$ cat src/rtl/spi_aes_slave_if.sv
// spi_aes_slave_if
// Slave-side serial front end for one AES node. Collects an MSB-first
// {message,key} frame on mosi while cs_n is low, hands it to the AES core
// with a start/done handshake and returns the core result MSB-first on
// miso. data_done is high for exactly MSG_W cycles while miso is valid.
module spi_aes_slave_if #(
  parameter int MSG_W = 128,
  parameter int KEY_W = 256
) (
  input  logic             in_clk,
  input  logic             rst,
  input  logic             cs_n,
  input  logic             mosi,
  output logic             miso,
  output logic             data_done,
  output logic             core_start,
  output logic [MSG_W-1:0] core_msg,
  output logic [KEY_W-1:0] core_key,
  input  logic             core_done,
  input  logic [MSG_W-1:0] core_result,
  output logic             busy,
  output logic             rx_err
);

  localparam int FRM_W = MSG_W + KEY_W;
  localparam int CNT_W = $clog2(FRM_W + 1);

  localparam logic [2:0] S_IDLE  = 3'd0;
  localparam logic [2:0] S_RX    = 3'd1;
  localparam logic [2:0] S_START = 3'd2;
  localparam logic [2:0] S_WAIT  = 3'd3;
  localparam logic [2:0] S_TX    = 3'd4;

  localparam logic [CNT_W-1:0] CNT_ZERO = {CNT_W{1'b0}};
  localparam logic [CNT_W-1:0] CNT_ONE  = {{(CNT_W-1){1'b0}}, 1'b1};
  // Count value at which the current RX edge samples the final frame bit.
  localparam logic [CNT_W-1:0] RX_LAST  = CNT_W'(FRM_W - 1);
  // Count value once all MSG_W result bits have been driven.
  localparam logic [CNT_W-1:0] TX_LAST  = CNT_W'(MSG_W);

  logic [2:0]       state_r;
  logic [2:0]       state_s;
  logic [CNT_W-1:0] cnt_r;
  logic             armed_r;
  // Only FRM_W-1 bits are stored: the final bit comes straight from mosi.
  logic [FRM_W-2:0] rx_sreg_r;
  logic [FRM_W-1:0] rx_shift_s;
  logic [MSG_W-1:0] tx_sreg_r;
  logic             miso_r;
  logic             data_done_r;
  logic             core_start_r;
  logic [MSG_W-1:0] core_msg_r;
  logic [KEY_W-1:0] core_key_r;
  logic             busy_r;
  logic             rx_err_r;

  logic             frame_begin_s;
  logic             rx_abort_s;
  logic             rx_bit_s;
  logic             rx_last_s;
  logic             result_take_s;
  logic             tx_end_s;
  logic             tx_bit_s;

  // Decode the per-edge events that drive every register below.
  always_comb begin
    frame_begin_s = 1'b0;
    rx_abort_s    = 1'b0;
    rx_bit_s      = 1'b0;
    rx_last_s     = 1'b0;
    result_take_s = 1'b0;
    tx_end_s      = 1'b0;
    tx_bit_s      = 1'b0;
    rx_shift_s    = {rx_sreg_r, mosi};
    case (state_r)
      S_IDLE: begin
        if (!cs_n && armed_r) begin
          frame_begin_s = 1'b1;
        end else begin
          frame_begin_s = 1'b0;
        end
      end
      S_RX: begin
        if (cs_n) begin
          rx_abort_s = 1'b1;
        end else if (cnt_r == RX_LAST) begin
          rx_last_s = 1'b1;
        end else begin
          rx_bit_s = 1'b1;
        end
      end
      S_WAIT: begin
        if (core_done) begin
          result_take_s = 1'b1;
        end else begin
          result_take_s = 1'b0;
        end
      end
      S_TX: begin
        if (cnt_r == TX_LAST) begin
          tx_end_s = 1'b1;
        end else begin
          tx_bit_s = 1'b1;
        end
      end
      default: begin
        frame_begin_s = 1'b0;
      end
    endcase
  end

  // Next-state selection for the transfer FSM.
  always_comb begin
    state_s = state_r;
    case (state_r)
      S_IDLE: begin
        if (frame_begin_s) begin
          state_s = S_RX;
        end else begin
          state_s = S_IDLE;
        end
      end
      S_RX: begin
        if (rx_abort_s) begin
          state_s = S_IDLE;
        end else if (rx_last_s) begin
          state_s = S_START;
        end else begin
          state_s = S_RX;
        end
      end
      S_START: begin
        state_s = S_WAIT;
      end
      S_WAIT: begin
        if (result_take_s) begin
          state_s = S_TX;
        end else begin
          state_s = S_WAIT;
        end
      end
      S_TX: begin
        if (tx_end_s) begin
          state_s = S_IDLE;
        end else begin
          state_s = S_TX;
        end
      end
      default: begin
        state_s = S_IDLE;
      end
    endcase
  end

  // FSM state register.
  always_ff @(posedge in_clk or negedge rst) begin
    if (!rst) begin
      state_r <= S_IDLE;
    end else begin
      state_r <= state_s;
    end
  end

  // Arm flag: a frame may start only after cs_n has been seen high in IDLE,
  // so a chip select left low from the previous frame cannot restart one.
  always_ff @(posedge in_clk or negedge rst) begin
    if (!rst) begin
      armed_r <= 1'b0;
    end else if (state_r == S_IDLE) begin
      if (cs_n) begin
        armed_r <= 1'b1;
      end else if (frame_begin_s) begin
        armed_r <= 1'b0;
      end
    end else if (rx_abort_s) begin
      armed_r <= 1'b1;
    end
  end

  // Shared bit counter: frame bits sampled in RX, result bits driven in TX.
  always_ff @(posedge in_clk or negedge rst) begin
    if (!rst) begin
      cnt_r <= CNT_ZERO;
    end else if (frame_begin_s || result_take_s) begin
      cnt_r <= CNT_ONE;
    end else if (rx_bit_s || tx_bit_s) begin
      cnt_r <= cnt_r + CNT_ONE;
    end else if (rx_abort_s || rx_last_s || tx_end_s) begin
      cnt_r <= CNT_ZERO;
    end
  end

  // Receive shift register; a new frame starts from a clean register.
  always_ff @(posedge in_clk or negedge rst) begin
    if (!rst) begin
      rx_sreg_r <= {(FRM_W-1){1'b0}};
    end else if (frame_begin_s) begin
      rx_sreg_r <= {{(FRM_W-2){1'b0}}, mosi};
    end else if (rx_bit_s) begin
      rx_sreg_r <= rx_shift_s[FRM_W-2:0];
    end else if (rx_abort_s) begin
      rx_sreg_r <= {(FRM_W-1){1'b0}};
    end
  end

  // Core operands load on the edge that samples the final frame bit and then
  // stay put until the next complete frame.
  always_ff @(posedge in_clk or negedge rst) begin
    if (!rst) begin
      core_msg_r <= {MSG_W{1'b0}};
      core_key_r <= {KEY_W{1'b0}};
    end else if (rx_last_s) begin
      core_msg_r <= rx_shift_s[FRM_W-1:KEY_W];
      core_key_r <= rx_shift_s[KEY_W-1:0];
    end
  end

  // One-cycle start pulse covering exactly the START state.
  always_ff @(posedge in_clk or negedge rst) begin
    if (!rst) begin
      core_start_r <= 1'b0;
    end else begin
      core_start_r <= rx_last_s;
    end
  end

  // Result serialiser: MSB goes out on the capture edge, the rest follow.
  always_ff @(posedge in_clk or negedge rst) begin
    if (!rst) begin
      tx_sreg_r   <= {MSG_W{1'b0}};
      miso_r      <= 1'b0;
      data_done_r <= 1'b0;
    end else if (result_take_s) begin
      tx_sreg_r   <= {core_result[MSG_W-2:0], 1'b0};
      miso_r      <= core_result[MSG_W-1];
      data_done_r <= 1'b1;
    end else if (tx_bit_s) begin
      tx_sreg_r   <= {tx_sreg_r[MSG_W-2:0], 1'b0};
      miso_r      <= tx_sreg_r[MSG_W-1];
      data_done_r <= 1'b1;
    end else if (tx_end_s) begin
      tx_sreg_r   <= {MSG_W{1'b0}};
      miso_r      <= 1'b0;
      data_done_r <= 1'b0;
    end
  end

  // Status outputs: busy follows the next state, rx_err flags an aborted frame.
  always_ff @(posedge in_clk or negedge rst) begin
    if (!rst) begin
      busy_r   <= 1'b0;
      rx_err_r <= 1'b0;
    end else begin
      busy_r   <= (state_s != S_IDLE);
      rx_err_r <= rx_abort_s;
    end
  end

  assign miso       = miso_r;
  assign data_done  = data_done_r;
  assign core_start = core_start_r;
  assign core_msg   = core_msg_r;
  assign core_key   = core_key_r;
  assign busy       = busy_r;
  assign rx_err     = rx_err_r;

endmodule
$ cat config.mk
export PLATFORM = sky130hd
export DESIGN_NAME = spi_aes_slave_if
export DESIGN_NICKNAME = d
export VERILOG_FILES = /design/src/rtl/spi_aes_slave_if.sv
export SDC_FILE = /design/constraint.sdc
export NUM_CORES = 1
export LEC_CHECK = 0
export ABC_AREA = 1
export ABC_CLOCK_PERIOD_IN_PS = 3400
export CORE_ASPECT_RATIO = 0.8
export CORE_UTILIZATION = 55
export DETAILED_ROUTE_END_ITERATION = 16
export DONT_BUFFER_PORTS = 1
export PLACE_DENSITY_LB_ADDON = 0.3
export SYNTH_ARGS = -nofsm -noshare
export SYNTH_HDL_FRONTEND = slang
export SYNTH_SLANG_ARGS = --single-unit
$ cat constraint.sdc
create_clock -name in_clk -period 3.4 [get_ports in_clk]
set_input_delay 0.68 -clock in_clk [delete_from_list [all_inputs] [get_ports in_clk]]
set_output_delay 0.68 -clock in_clk [all_outputs]
set_load 0.02 [all_outputs]
==> run metrics <==
WL per Instance 18.5 um; depth of the most critical reg-to-reg path 8; Yosys top cell area share 64.0%; violations in the final reports hold timing, slew limit; number of nets with antenna violations after routing 0; critical path start-end classification reg2reg; net switching component of the power 5.10 mW; routability congestion estimate from global placement 0.813; initial DRC count 1717; floorplan die height 230 um; post-CTS repair timing setup buffer count 0; post-synth net total 3424; average size of a mapped cell 10.8 sq um; fin area 38600 sq um; area of the mapped netlist 35700 sq um; flop-to-flop setup slack 0.61 ns; number of buffers created by CTS 85; Via-to-Cell Ratio 5.60; endpoint of the worst-slack reg-to-reg timing path rx_sreg_r[124]; final hold violation count 128; global routing usage summed across all routing layers 23.1%; run status finished, violations left; dominant cell type by area after synthesis dfrtp_1; synthesis-to-finish area growth 8.27%; capturing element of the worst setup path rx_sreg_r[124]; number of inserted diodes 0; worst hold-check slack -0.249 ns; number of flip-flops and latches in the synthesized netlist 912; relative contribution of combinational cells to total power 6.3%; critical register-to-register path startpoint cnt_r[1]; critical path endpoint category flop; number of instances resized during post-cts repair 0; number of different library cells in the post-synthesis netlist 28; Max FO, Critical Path 59; fraction of layout instances using a drive strength above 1 16.8%; clock insertion delay at the later pin of the skew report 0.62 ns; DRT Wirelength 76200 um; Post-synth EDFFs 0; Chip Width 287 um; count of input and output buffers 0; internal power component 16.9 mW; Slew Limit Fails 759; sequential group share of total power 49.6%; starting density of the core 55.6%; slew at the pin closest to its max-slew limit 3.42 ns; final setup TNS 0 ns; Post-layout nets 3329; post-synthesis async set-or-reset flop share 100%; required time at the endpoint of the critical path 3.91 ns; final critical-path required period 2.79 ns; reported max-cap violation count 0; DP Cell Count 3957; highest-count cells in the layout ignoring fill and taps dfrtp_1 (912), nand2_1 (672), inv_1 (405); antenna violations before repair 0; total power divided by cell area 571 nW/um^2; unrepaired setup endpoints after global routing false; via count 23000; worst clock skew 0.0268 ns; deepest level of the CTS H-tree 3; fin crit share 82.0%; I/O pin cnt 522; maximum count of clock buffers along a single path 3; # DRC 0; number of fill cells 5126; wire length of the first global-routing pass 123000 um; proportion of total power due to net switching 23.1%; buffer cell driving the clock tree root clkbuf_16; Final Non-Filler Cells 4113; kind of start point of the critical path flop; relative slew slack -128%; smallest setup slack after layout 0.611 ns; total overflow reported by the global router 0; launch point of the critical path cnt_r[1]; largest net degree at the start of global routing 913; share of total power in the clock network 44.1%; LEAKAGE 17.1 nW; most common cell after layout, fill and taps aside dfrtp_1; Core Region 64200 sq um; maximum clock frequency 0.359 GHz; top area cells in the synthesized netlist dfrtp_1 (64%), o21ai_2 (8.6%), nand2_1 (7.1%), o22ai_1 (6.7%), inv_1 (4.3%); instance area at placement 35700 sq um; Total Power Consumption 22.1 mW; FP Rows 83; Total Die Area 65900 sq um; worst path arrival time 3.30 ns; Hold Crit Class in2async; Sinks on Clock Net 912; Primary FF master, synth dfrtp_1; number of setup violations in the final report 0; via count of the first global-routing pass 22400; clock-pin slew on the worst setup and hold paths 0.07 ns; IR drop worst, VDD 387 uV; dpl hpwl 48400 um; pre-CTS setup slack 0.611 ns; Warnings, synthesis 0; first-pass detailed-route iteration total 7; gate count after technology mapping 3289; TritonCTS clock tree yes; portion of the post-synthesis area used by sequential elements 64.0%
-- metrics by stage --
stage	hold slack (ns)	utilization, %
floorplan	0.384	-
global placement	0.406	55.6
detailed placement	0.404	55.6
CTS	-0.284	60.2
global route	-0.279	60.2
finish	-0.249	60.2
-- registers in the layout, summed over array words and instances (netlist names), 3 cells and up --
register   flops
state_r        3
core_msg     128
cnt_r          9
tx_sreg_r    127
core_key     256
rx_sreg_r    383
-- area by class of cell --
cell class | count | area, sq um | area share [%]
Clock inverter | 31 | 355 | 0.920
Tap cell | 850 | 1060 | 2.75
Multi-Input combinational cell | 1744 | 9770 | 25.3
Sequential cell | 912 | 22800 | 59.1
Timing Repair Buffer | 40 | 488 | 1.26
Inverter | 411 | 1550 | 4.02
Clock buffer | 125 | 2570 | 6.66
-- metal layers --
layer  wire (um)  GRT usage, %  share of wire, %  up-vias
met3        5200          6.03               6.8      157
met1       32200          31.4                42    11500
met5           0             0                 0        -
met2       36200          35.8                47      628
met4        2660          8.51               3.5        0
li1            -             -                 -    10700
-- kinds of logic after synthesis --
logic type	synth area share [%]
buffers and inverters	8.73
AOI/OAI and AO/OA	16.0
adders and majority gates	0.0701
xor gates and xnor gates	0.0246
DFF	64.0
and+or+nand+nor	11.2
-- cells in the mapped netlist (4+ instances only) --
| cell type | instances |
|---|---|
| o21ai_1 | 34 |
| inv_2 | 5 |
| nor2_1 | 9 |
| buf_4 | 10 |
| clkbuf_1 | 46 |
| buf_1 | 7 |
| o21ai_2 | 350 |
| dfrtp_1 | 912 |
| buf_6 | 80 |
| o21ai_0 | 4 |
| nand3_1 | 266 |
| nand2_1 | 673 |
| o211ai_1 | 4 |
| o22ai_1 | 382 |
| buf_2 | 79 |
| inv_1 | 406 |
-- worst max-delay path, stage by stage (launching register included) --
cell,delay (ns)
dfrtp_1,0.39
ha_1,0.24
nand3_2,0.12
nor2_2,0.17
nand2_2,0.14
nand2_8,0.33
nand3_4,0.62
buf_4,0.46
o22ai_1,0.15
-- worst min path at each step --
stage / start / to / slack, ns
2_1_floorplan: rst / armed_r / 0.38
3_3_place_gp: rst / core_msg[45] / 0.41
3_5_place_dp: rst / core_msg[45] / 0.40
4_1_cts: rst / core_msg[45] / -0.28
5_1_grt: rst / core_msg[45] / -0.28
6_report: rst / core_msg[45] / -0.25
-- power by group through the flow --
stage	logic (mW)	clock network (mW)	registers [mW]
finish	1.38	9.73	10.9
floorplan	1.07	0	11.1
global route	1.48	10.4	10.9
global placement	1.34	0	11.1
CTS	1.37	9.95	10.9
detailed placement	1.37	0	11.1
No activity file was read; power rests on OpenSTA's default activity.
